**src/rtl/accel_mem_port_arbiter.sv**
```systemverilog
// Shares RAM port A between the CPU bus slave and the accelerator FSM.
// Round-robin req/gnt arbitration with a bounded burst length; read data
// is routed back to whichever requester issued the read one cycle later.
module accel_mem_port_arbiter #(
    parameter int ADDR_WIDTH = 10,
    parameter int DATA_WIDTH = 32,
    parameter int MAX_BURST  = 4
) (
    input  logic                    clk,
    input  logic                    rst_n,

    input  logic                    cpu_req,
    input  logic [ADDR_WIDTH-1:0]   cpu_addr,
    input  logic                    cpu_we,
    input  logic [DATA_WIDTH/8-1:0] cpu_be,
    input  logic [DATA_WIDTH-1:0]   cpu_wdata,
    output logic                    cpu_gnt,
    output logic                    cpu_rvalid,
    output logic [DATA_WIDTH-1:0]   cpu_rdata,

    input  logic                    acc_req,
    input  logic [ADDR_WIDTH-1:0]   acc_addr,
    input  logic                    acc_we,
    input  logic [DATA_WIDTH/8-1:0] acc_be,
    input  logic [DATA_WIDTH-1:0]   acc_wdata,
    output logic                    acc_gnt,
    output logic                    acc_rvalid,
    output logic [DATA_WIDTH-1:0]   acc_rdata,

    output logic                    mem_en,
    output logic [ADDR_WIDTH-1:0]   mem_addr,
    output logic                    mem_we,
    output logic [DATA_WIDTH/8-1:0] mem_be,
    output logic [DATA_WIDTH-1:0]   mem_wdata,
    input  logic [DATA_WIDTH-1:0]   mem_rdata
);

    localparam logic       OWNER_CPU = 1'b0;
    localparam logic       OWNER_ACC = 1'b1;
    localparam logic [3:0] MAX_CNT   = 4'(MAX_BURST);

    logic       last_owner;
    logic [3:0] burst_cnt;
    logic       rd_pend;
    logic       rd_owner;

    logic       any_grant;
    logic       pick_acc;

    // Decide the winner; a zero burst count means the previous cycle was idle,
    // so contention goes round-robin away from the last owner.
    always_comb begin
        pick_acc  = 1'b0;
        any_grant = (cpu_req | acc_req) & rst_n;
        if (cpu_req && acc_req) begin
            if (burst_cnt == 4'd0 || burst_cnt >= MAX_CNT) begin
                pick_acc = ~last_owner;
            end else begin
                pick_acc = last_owner;
            end
        end else begin
            pick_acc = acc_req;
        end
        cpu_gnt = any_grant & ~pick_acc;
        acc_gnt = any_grant & pick_acc;
    end

    // Drive the RAM port from the granted requester, or all zeros when idle.
    always_comb begin
        mem_en    = any_grant;
        mem_addr  = '0;
        mem_we    = 1'b0;
        mem_be    = '0;
        mem_wdata = '0;
        if (acc_gnt) begin
            mem_addr  = acc_addr;
            mem_we    = acc_we;
            mem_be    = acc_be;
            mem_wdata = acc_wdata;
        end else if (cpu_gnt) begin
            mem_addr  = cpu_addr;
            mem_we    = cpu_we;
            mem_be    = cpu_be;
            mem_wdata = cpu_wdata;
        end
    end

    // Track owner and burst length; an idle cycle clears the burst count.
    always_ff @(posedge clk or negedge rst_n) begin
        if (!rst_n) begin
            last_owner <= OWNER_ACC;
            burst_cnt  <= 4'd0;
        end else if (any_grant) begin
            if (pick_acc == last_owner) begin
                burst_cnt <= (burst_cnt >= MAX_CNT) ? MAX_CNT : burst_cnt + 4'd1;
            end else begin
                last_owner <= pick_acc;
                burst_cnt  <= 4'd1;
            end
        end else begin
            burst_cnt <= 4'd0;
        end
    end

    // Tag each granted read so its data can be steered next cycle.
    always_ff @(posedge clk or negedge rst_n) begin
        if (!rst_n) begin
            rd_pend  <= 1'b0;
            rd_owner <= OWNER_CPU;
        end else begin
            rd_pend  <= any_grant & ~mem_we;
            rd_owner <= pick_acc;
        end
    end

    // Steer returning read data to its owner; the other side sees zeros.
    always_comb begin
        cpu_rvalid = rd_pend & (rd_owner == OWNER_CPU);
        acc_rvalid = rd_pend & (rd_owner == OWNER_ACC);
        cpu_rdata  = cpu_rvalid ? mem_rdata : '0;
        acc_rdata  = acc_rvalid ? mem_rdata : '0;
    end

endmodule

```
**config.mk**
```make
export PLATFORM = sky130hd
export DESIGN_NAME = accel_mem_port_arbiter
export DESIGN_NICKNAME = d
export VERILOG_FILES = /design/src/rtl/accel_mem_port_arbiter.sv
export SDC_FILE = /design/constraint.sdc
export NUM_CORES = 1
export LEC_CHECK = 0
export BUFFER_PORTS_ARGS = -buffer_cell sky130_fd_sc_hd__buf_2
export CORE_AREA = 2 2 96 98
export DETAILED_ROUTE_END_ITERATION = 10
export DIE_AREA = 0 0 98 100
export PLACE_DENSITY_LB_ADDON = 0.25
export REMOVE_ABC_BUFFERS = 1
export SYNTH_ARGS = -nofsm -noshare
export SYNTH_HDL_FRONTEND = slang
export SYNTH_SLANG_ARGS = --single-unit
```
**constraint.sdc**
```tcl
create_clock -name clk -period 4.4 [get_ports clk]
set_clock_uncertainty 0.15 [all_clocks]
set_input_delay 0.88 -clock clk [delete_from_list [all_inputs] [get_ports clk]]
set_output_delay 0.88 -clock clk [all_outputs]
set_load 0.005 [all_outputs]
```
==> impl_metrics.py, run 1 <==
metrics = {
    "finish": {
        "seqCellArea_sq_um": 176,
        "multi_input_area_sq_mm": 0.00200,
        "final_cell_mix": "buf_2 (245), nand2_1 (96), o21a_1 (50)",
        "drive_gt1_frac": 0.447,
        "syn2layout_area_growth_pct": 54.2,
        "nNetsFinal": 739,
        "fill_cells": 952,
        "final_common_cell": "buf_2",
    },
    "synthesis": {
        "ys_ff_latch": 7,
        "syn_area_per_cell_sq_um": 6.03,
        "yosysWarnings": 0,
        "synthCells": 402,
        "yosysTopAreaCell": "o21a_1",
        "synth-async-reset-ratio": 1.00,
        "synth_cell_types": 28,
        "yosysTopAreaCellShare": 0.155,
        "synth_edf_count": 0,
        "synthFlopType": "dfrtp_1",
        "ys_top_cells_by_area": "o21a_1 (15%), a211oi_1 (15%), nand2_1 (15%)",
        "yosysSeqAreaShare": 0.0728,
        "syn_area_sq_mm": 0.00242,
    },
    "min_path": {
        "hold_class": "flip-flop to flip-flop",
    },
    "sta": {
        "fin_crit_ns": 3.64,
        "hold_slack_ns": 0.396,
        "finalSetupViolations": 0,
        "slew_headroom": 0.405,
        "hold_viol_final": 0,
        "max_clock_freq_mhz": 275,
        "setup-tns-final_ns": 0,
        "setup_ws_ns": 0.763,
        "timing.final.crit_share": 0.827,
        "rsz0062_at_grt": "false",
        "finalMaxSlewViolations": 0,
        "worst_slew_pin_slew_ns": 0.892,
    },
    "global_route": {
        "gr-usage-all-layers": 0.203,
        "antenna_found_initial": 1,
        "grt_max_degree": 50,
        "overflow": 0,
        "grt_first_pass_wirelength_um": 16600,
        "grt_pass1_vias": 3445,
    },
    "clock_network": {
        "cts_tree": "done",
        "cts_buffers": 3,
        "cts_sinks": 7,
        "cts_setup_buffers": 0,
        "clockRootBuffer": "clkbuf_8",
        "htree_levels": 1,
        "clock_latency_ns": 0.23,
        "ctsResizeCount": 0,
        "clk_path_buf_depth": 2,
        "hold_buffers": 0,
        "clkTransAtPathRegs_ns": 0.04,
    },
    "floorplan": {
        "rows": 35,
        "start_util": 0.273,
        "die_x_um": 98,
        "die_y_um": 100,
        "core-area_sq_mm": 0.00889,
        "ios": 246,
        "dieArea_sq_mm": 0.00980,
    },
    "flow_run": {
        "cap_violations": 0,
    },
    "power": {
        "p_per_area_mw_per_mm2": 146,
        "ir_worst_vdd_mv": 0.0748,
        "totalPowerFinal_w": 0.000544,
        "p_leak_nw": 2.12,
    },
    "placed_design": {
        "gp_congestion": 0.888,
        "dp_worst_setup_slack_ns": 0.927,
        "hpwl_um": 8230,
        "port_buffers": 245,
    },
    "critical_path": {
        "crit_path_end_kind": "primary output",
        "path_delay_family": "simple AND/OR/NAND/NOR gates",
        "cp-start-kind": "flip-flop",
        "worst-path-max-fanout": 49,
        "crit_type": "flip-flop to primary output",
        "critical_path_required_ns": 3.37,
        "worst_path_max_delay_cell": "or4_2",
        "slowest_delay_ns": 1.01,
        "crit_buf_inv": 2,
        "cp_cell_sequence": "inv_1 > ha_1 > or4_2 > a31oi_1 > o21a_1 > buf_2",
        "arrival_ns": 2.61,
        "rrSetupSlack_ns": 1.88,
    },
    "routing": {
        "viasPerCell": 5.21,
        "dr_total_vias": 3739,
        "route.antenna.remaining_nets": 0,
        "avgRoutedWirePerCell_um": 15.0,
        "drt_pre_antenna_iters": 5,
        "drcViolationCount": 0,
        "wirelength_um": 10800,
        "drtIter0Drc": 150,
    },
    "status": {
        "status": "finished, final reports clean",
    },
}
==> tightest hold or removal path, stage by stage, from the launching register on <==
cell       delay [ns]
dfstp_2          0.42
inv_1            0.07
o2bb2ai_1        0.06
==> logic make-up after synthesis <==
logic type,count (synthesis),share of synthesized area
compound gates,154,0.456
fa+ha+maj,2,0.0103
buf+inv,66,0.115
flops,7,0.0728
other cells,1,0.00155
simple gates,172,0.344
==> flip-flops by register name, indices dropped and copies added, names as in the netlist <==
name	count
burst_cnt	4
rd_owner	1
rd_pend	1
last_owner	1
==> metal layers <==
| metal | routed length [um] | track usage |
|---|---|---|
| met1 | 4150 | 0.230 |
| met2 | 5600 | 0.388 |
| met3 | 882 | 0.0362 |
| met4 | 179 | 0.0556 |
| met5 | 0 | 0 |
==> worst paths after layout <==
kind                                        startpoint                endpoint  cells after the start
worst min-delay path            last_owner$_DFFE_PN1P_  last_owner$_DFFE_PN1P_                      2
worst min register to register  last_owner$_DFFE_PN1P_  last_owner$_DFFE_PN1P_                      2
worst max register to register  burst_cnt[0]$_DFF_PN0_       rd_pend$_DFF_PN0_                      5
min in group asynchronous                        rst_n  burst_cnt[2]$_DFF_PN0_                      2
max in group asynchronous                        rst_n  last_owner$_DFFE_PN1P_                      2
worst max-delay path            burst_cnt[0]$_DFF_PN0_           mem_wdata[23]                      6
==> where the power goes <==
part	internal, W	switching, W	total (W)
clock network	0.0000628	0.0000285	0.0000913
registers	0.0000709	0.00000804	0.0000789
logic	0.000164	0.000210	0.000374
==> Yosys cell counts, types with 2 or more instances <==
library cell,n
nand2_1,96
clkbuf_1,50
o21a_1,50
a31oi_1,49
a211oi_1,48
and2_1,35
and3_1,32
buf_2,6
dfrtp_1,6
inv_1,5
buf_6,3
nor2b_1,3
nor3_1,3
ha_1,2
==> layout make-up <==
| class | instances | share of cell area |
|---|---|---|
| multi-input combinational | 329 | 0.534 |
| antenna | 1 | 0.000670 |
| tap | 111 | 0.0372 |
| clock buffer | 4 | 0.0121 |
| sequential | 7 | 0.0472 |
| timing repair buffer | 261 | 0.364 |
| inverter | 5 | 0.00502 |
==> stage by stage <==
step	cell area, sq um	utilization	std cells
2_1_floorplan	2160	-	341
3_3_place_gp	3690	0.415	713
3_5_place_dp	3690	0.415	713
4_1_cts	3730	0.420	717
5_1_grt	3740	0.420	718
6_report	3740	0.420	718
No activity file was read; power rests on OpenSTA's default activity.
==> run 2: changes to the inputs <==
- CORE_AREA: 2 2 96 98 -> 2 2 94 96
- DIE_AREA: 0 0 98 100 -> 0 0 96 98
- clock period: 4.4 -> 3.3 ns (I/O delays scaled with it)
==> run 2 against run 1 <==
Sequential share of layout area fell by 0.064 points. Die area down 4.0%. Non-clock buffer count increased by 3. Sequential power grew 33%. Setup slack got worse by 0.52 ns. Register-to-register slack got worse by 0.74 ns. Total power up 35%. Routed wire length increased by 4.0%. Combinational power up 36%.
==> impl_metrics.py, run 2 (synthesized netlist as in run 1, its figures left out) <==
metrics = {
    "critical_path": {
        "worst-path-max-fanout": 25,
        "slowest_delay_ns": 0.57,
        "arrival_ns": 2.25,
        "critical_path_required_ns": 2.49,
        "worst_path_max_delay_cell": "or4_2",
        "cp-start-kind": "flip-flop",
        "crit_type": "flip-flop to primary output",
        "crit_path_end_kind": "primary output",
        "cp_cell_sequence": "inv_1 > ha_1 > or4_2 > buf_4 > a31oi_1 > o21a_1 > buf_2",
    },
    "routing": {
        "wirelength_um": 11200,
        "top_layer": "met5",
        "drtIter0Drc": 201,
        "drcViolationCount": 0,
        "dr_total_vias": 3806,
        "wl_met3_um": 974,
        "route.antenna.remaining_nets": 0,
        "met2_length_um": 5940,
        "drt_pre_antenna_iters": 5,
        "avgRoutedWirePerCell_um": 15.6,
        "wl_met1_um": 4090,
        "viasPerCell": 5.28,
    },
    "clock_network": {
        "clk_path_buf_depth": 2,
        "cts_buffers": 3,
        "cts_setup_buffers": 0,
        "cts_tree": "done",
        "clkTransAtPathRegs_ns": 0.04,
        "hold_buffers": 0,
        "cts_sinks": 7,
        "clockRootBuffer": "clkbuf_8",
        "htree_levels": 1,
        "clock_latency_ns": 0.23,
        "ctsResizeCount": 0,
    },
    "sta": {
        "hold_viol_final": 0,
        "timing.final.crit_share": 0.927,
        "rsz0062_at_grt": "false",
        "setup_ws_ns": 0.240,
        "finalSetupViolations": 0,
        "finalMaxSlewViolations": 0,
        "worst_slew_pin_slew_ns": 0.528,
        "max_clock_freq_mhz": 327,
        "fin_crit_ns": 3.06,
        "slew_headroom": 0.648,
    },
    "global_route": {
        "overflow": 0,
        "grt_pass1_vias": 3411,
        "grt_first_pass_wirelength_um": 16500,
        "antenna_found_initial": 5,
        "grt_max_degree": 65,
        "gr-usage-all-layers": 0.219,
    },
    "floorplan": {
        "core-area_sq_mm": 0.00847,
        "rows": 34,
        "ios": 246,
        "start_util": 0.286,
        "die_y_um": 98,
        "dieArea_sq_mm": 0.00941,
        "die_x_um": 96,
    },
    "power": {
        "p_leak_nw": 2.14,
        "ir_worst_vdd_mv": 0.0931,
        "p_per_area_mw_per_mm2": 194,
    },
    "placed_design": {
        "dp_worst_setup_slack_ns": 0.488,
        "dp_cells": 713,
        "port_buffers": 245,
        "hpwl_um": 8450,
        "gp_congestion": 0.810,
    },
    "finish": {
        "nNetsFinal": 742,
        "final_cell_mix": "buf_2 (245), nand2_1 (96), o21a_1 (50)",
        "largest_register": "burst_cnt",
        "largest_reg_flops": 4,
        "drive_gt1_frac": 0.450,
        "layoutNonFillerInstCount": 721,
        "final_common_cell": "buf_2",
        "syn2layout_area_growth_pct": 56.3,
    },
    "status": {
        "status": "finished, final reports clean",
    },
    "min_path": {
        "hold_class": "flip-flop to flip-flop",
    },
    "flow_run": {
        "cap_violations": 0,
    },
}
## run 2: cell count changes in the layout (fill, tap and decap cells not counted)
cell     previous run  this run
diode_2             1         4
buf_4              15        16
buf_12              1         3
## run 2: final timing paths
check                                  startpoint  cells past startpoint  slack, ns                      to
min reg2reg                last_owner$_DFFE_PN1P_                      2       0.40  last_owner$_DFFE_PN1P_
max                        burst_cnt[0]$_DFF_PN0_                      7       0.24            mem_wdata[2]
min in group asynchronous                   rst_n                      2       0.48      rd_owner$_DFF_PN0_
max reg2reg                burst_cnt[0]$_DFF_PN0_                      6       1.14       rd_pend$_DFF_PN0_
min                        last_owner$_DFFE_PN1P_                      2       0.40  last_owner$_DFFE_PN1P_
max in group asynchronous                   rst_n                      2       2.30  last_owner$_DFFE_PN1P_
## run 2: worst max-delay path: cells and delay by family, from the launching register on
kind            cells  cell delay (ns)
compound gates      2             0.41
fa+ha+maj           1             0.26
buf+inv             3             0.41
flops               1             0.36
simple gates        1             0.57
## run 2: per-stage QoR
step           utilization  total power (W)  hold WS, ns  TNS (ns)  area [sq um]
3_5_place_dp         0.441         0.000613        0.400         0          3730
5_1_grt              0.448         0.000796        0.430         0          3790
2_1_floorplan            -         0.000333        0.214    -71.57          2160
4_1_cts              0.446         0.000739        0.406         0          3780
6_report             0.448         0.000736        0.401         0          3790
3_3_place_gp         0.441         0.000610        0.384         0          3730
## run 2: report_power, final
group | internal [W] | switching (W) | leakage, nW
clock | 0.0000835 | 0.0000367 | 0.0228
sequential | 0.0000946 | 0.0000108 | 0.0878
combinational | 0.000227 | 0.000283 | 2.03
## run 2: final cells by class
cell class | instances | area, sq um
fill | 926 | 4680
multi-input combinational | 329 | 2000
timing repair buffer | 264 | 1410
sequential | 7 | 176
tap | 108 | 135
clock buffer | 4 | 45.0
inverter | 5 | 18.8
antenna | 4 | 10.0
## run 2: metal layers
layer,vias to the layer above,GRT usage
li1,1867,-
met2,206,0.419
met3,16,0.0401
met5,-,0
met4,2,0.0780
met1,1715,0.229
==> run 3: changes to the inputs <==
- CELL_PAD_IN_SITES_DETAIL_PLACEMENT: default -> 2
- CELL_PAD_IN_SITES_GLOBAL_PLACEMENT: default -> 2
- CORE_AREA: 2 2 94 96 -> default
- CORE_ASPECT_RATIO: default -> 1.1
- CORE_MARGIN: default -> 2
- CORE_UTILIZATION: default -> 14
- DIE_AREA: 0 0 96 98 -> default
==> run 3 against run 2 <==
Global-route usage shrank 7.5 points. Maximum frequency shrank 0.11%. Flip-flop and latch count unchanged. Combinational power grew 6.3%. Critical path type unchanged. Die area up 95%. Utilization decreased by 21 points. Via count grew 2.4%. Cell count increased by 17%. Critical path depth unchanged.
==> impl_metrics.py, run 3 (synthesized netlist as in run 1, its figures left out) <==
metrics = {
    "status": {
        "status": "finished, final reports clean",
    },
    "floorplan": {
        "ios": 246,
        "rows": 50,
        "die_x_um": 129,
        "dieArea_sq_mm": 0.0184,
        "start_util": 0.142,
        "core-area_sq_mm": 0.0170,
        "die_y_um": 142,
    },
    "flow_run": {
        "cap_violations": 0,
    },
    "clock_network": {
        "htree_levels": 1,
        "cts_buffers": 3,
        "clock_latency_ns": 0.23,
        "clockRootBuffer": "clkbuf_16",
        "cts_sinks": 7,
        "cts_tree": "done",
        "clk_path_buf_depth": 2,
        "hold_buffers": 0,
        "clkTransAtPathRegs_ns": 0.04,
    },
    "critical_path": {
        "critical_path_required_ns": 2.49,
        "cp-start-kind": "flip-flop",
        "crit_path_end_kind": "primary output",
        "arrival_ns": 2.25,
        "cp_cell_sequence": "inv_1 > ha_1 > or4_1 > buf_4 > a31oi_1 > o21a_1 > buf_2",
        "crit_buf_inv": 3,
        "slowest_delay_ns": 0.45,
        "worst-path-max-fanout": 39,
        "crit_type": "flip-flop to primary output",
        "worst_path_max_delay_cell": "or4_1",
        "path_delay_family": "buffers and inverters",
    },
    "sta": {
        "rsz0062_at_grt": "false",
        "timing.final.crit_share": 0.928,
        "finalMaxSlewViolations": 0,
        "finalSetupViolations": 0,
        "fin_crit_ns": 3.06,
        "hold_viol_final": 0,
        "max_clock_freq_mhz": 326,
        "slew_headroom": 0.635,
        "worst_slew_pin_slew_ns": 0.534,
    },
    "finish": {
        "stdcell_area_sq_mm": 0.00403,
        "nNetsFinal": 744,
        "final_common_cell": "buf_2",
        "final_util": 0.237,
        "fill_cells": 2147,
        "syn2layout_area_growth_pct": 66.1,
        "drive_gt1_frac": 0.452,
        "seqCellArea_sq_um": 176,
        "final_cell_mix": "buf_2 (245), nand2_1 (96), o21a_1 (50)",
        "largest_register": "burst_cnt",
        "largest_reg_flops": 4,
        "layoutNonFillerInstCount": 846,
        "multi_input_area_sq_mm": 0.00201,
    },
    "min_path": {
        "hold_class": "input pin to async pin",
    },
    "global_route": {
        "grt_first_pass_wirelength_um": 21800,
        "grt_pass1_vias": 4070,
        "gr-usage-all-layers": 0.144,
        "grt_max_degree": 52,
        "overflow": 0,
        "antenna_found_initial": 1,
    },
    "power": {
        "swShare": 0.428,
        "p_per_area_mw_per_mm2": 213,
        "p_sw_w": 0.000367,
        "p_clk_frac": 0.243,
        "ir_worst_vdd_mv": 0.125,
        "combinationalPowerShare": 0.632,
        "power_frac_seq": 0.125,
        "p_leak_nw": 2.18,
        "p_int_w": 0.000491,
    },
    "routing": {
        "drt_pre_antenna_iters": 4,
        "route.antenna.remaining_nets": 0,
        "drtIter0Drc": 76,
        "drcViolationCount": 0,
        "viasPerCell": 4.61,
        "wirelength_um": 14100,
        "avgRoutedWirePerCell_um": 16.6,
        "dr_total_vias": 3898,
    },
    "placed_design": {
        "gp_congestion": 0.788,
        "port_buffers": 245,
        "hpwl_um": 10800,
        "dp_cells": 841,
        "post_dp_cell_area_sq_mm": 0.00393,
    },
}
[run 3: cell count changes in the layout (fill, tap and decap cells not counted), moves of 2 or more]
cell       previous run  this run
clkbuf_16             0         3
buf_12                3         5
diode_2               4         1
clkbuf_8              3         0
[run 3: metal layers]
metal	vias to the layer above	global-route usage	wire, um
li1	1869	-	-
met4	0	0.0125	46
met5	-	0	0
met2	208	0.245	6130
met3	4	0.0602	1870
met1	1817	0.175	6030
[run 3: final cells by class]
type,instances,area share
multi-input cells,329,0.499
repair buffers,266,0.359
well taps,234,0.0727
flip-flops and latches,7,0.0438
clock buffers,4,0.0196
inverters,5,0.00466
diodes,1,0.000622
[run 3: timing repair]
| action | CTS | global route |
|---|---|---|
| buffers inserted | 0 | 0 |
| gates resized for setup | 0 | 2 |
| endpoints found under the setup margin | 0 | 5 |
[run 3: path summary, 6_finish.rpt]
path	from	end	slack, ns	cells past startpoint
setup / recovery	burst_cnt[0]$_DFF_PN0_	mem_be[3]	0.24	7
hold / removal	rst_n	rd_owner$_DFF_PN0_	0.20	1
setup reg to reg	burst_cnt[0]$_DFF_PN0_	rd_pend$_DFF_PN0_	1.10	5
hold reg to reg	last_owner$_DFFE_PN1P_	last_owner$_DFFE_PN1P_	0.41	2
max in group asynchronous	rst_n	burst_cnt[0]$_DFF_PN0_	2.29	2
min in group clk	last_owner$_DFFE_PN1P_	last_owner$_DFFE_PN1P_	0.41	2
[run 3: power by group through the flow]
| stage | Clock, W | Sequential [W] | Combinational (W) |
|---|---|---|---|
| after floorplan | 0 | 0.000109 | 0.000223 |
| after global placement | 0 | 0.000108 | 0.000535 |
| after detailed placement | 0 | 0.000108 | 0.000549 |
| after CTS | 0.000212 | 0.000107 | 0.000551 |
| after global routing | 0.000219 | 0.000109 | 0.000603 |
| final | 0.000208 | 0.000107 | 0.000542 |
[run 3: stage by stage]
stage	setup WS [ns]	hold WS, ns	total power [W]	setup TNS, ns
2_1_floorplan	-1.38	0.214	0.000333	-71.57
3_3_place_gp	0.371	0.402	0.000643	0
3_5_place_dp	0.345	0.411	0.000657	0
4_1_cts	0.0990	0.190	0.000870	0
5_1_grt	0.101	0.205	0.000931	0
6_report	0.236	0.199	0.000858	0
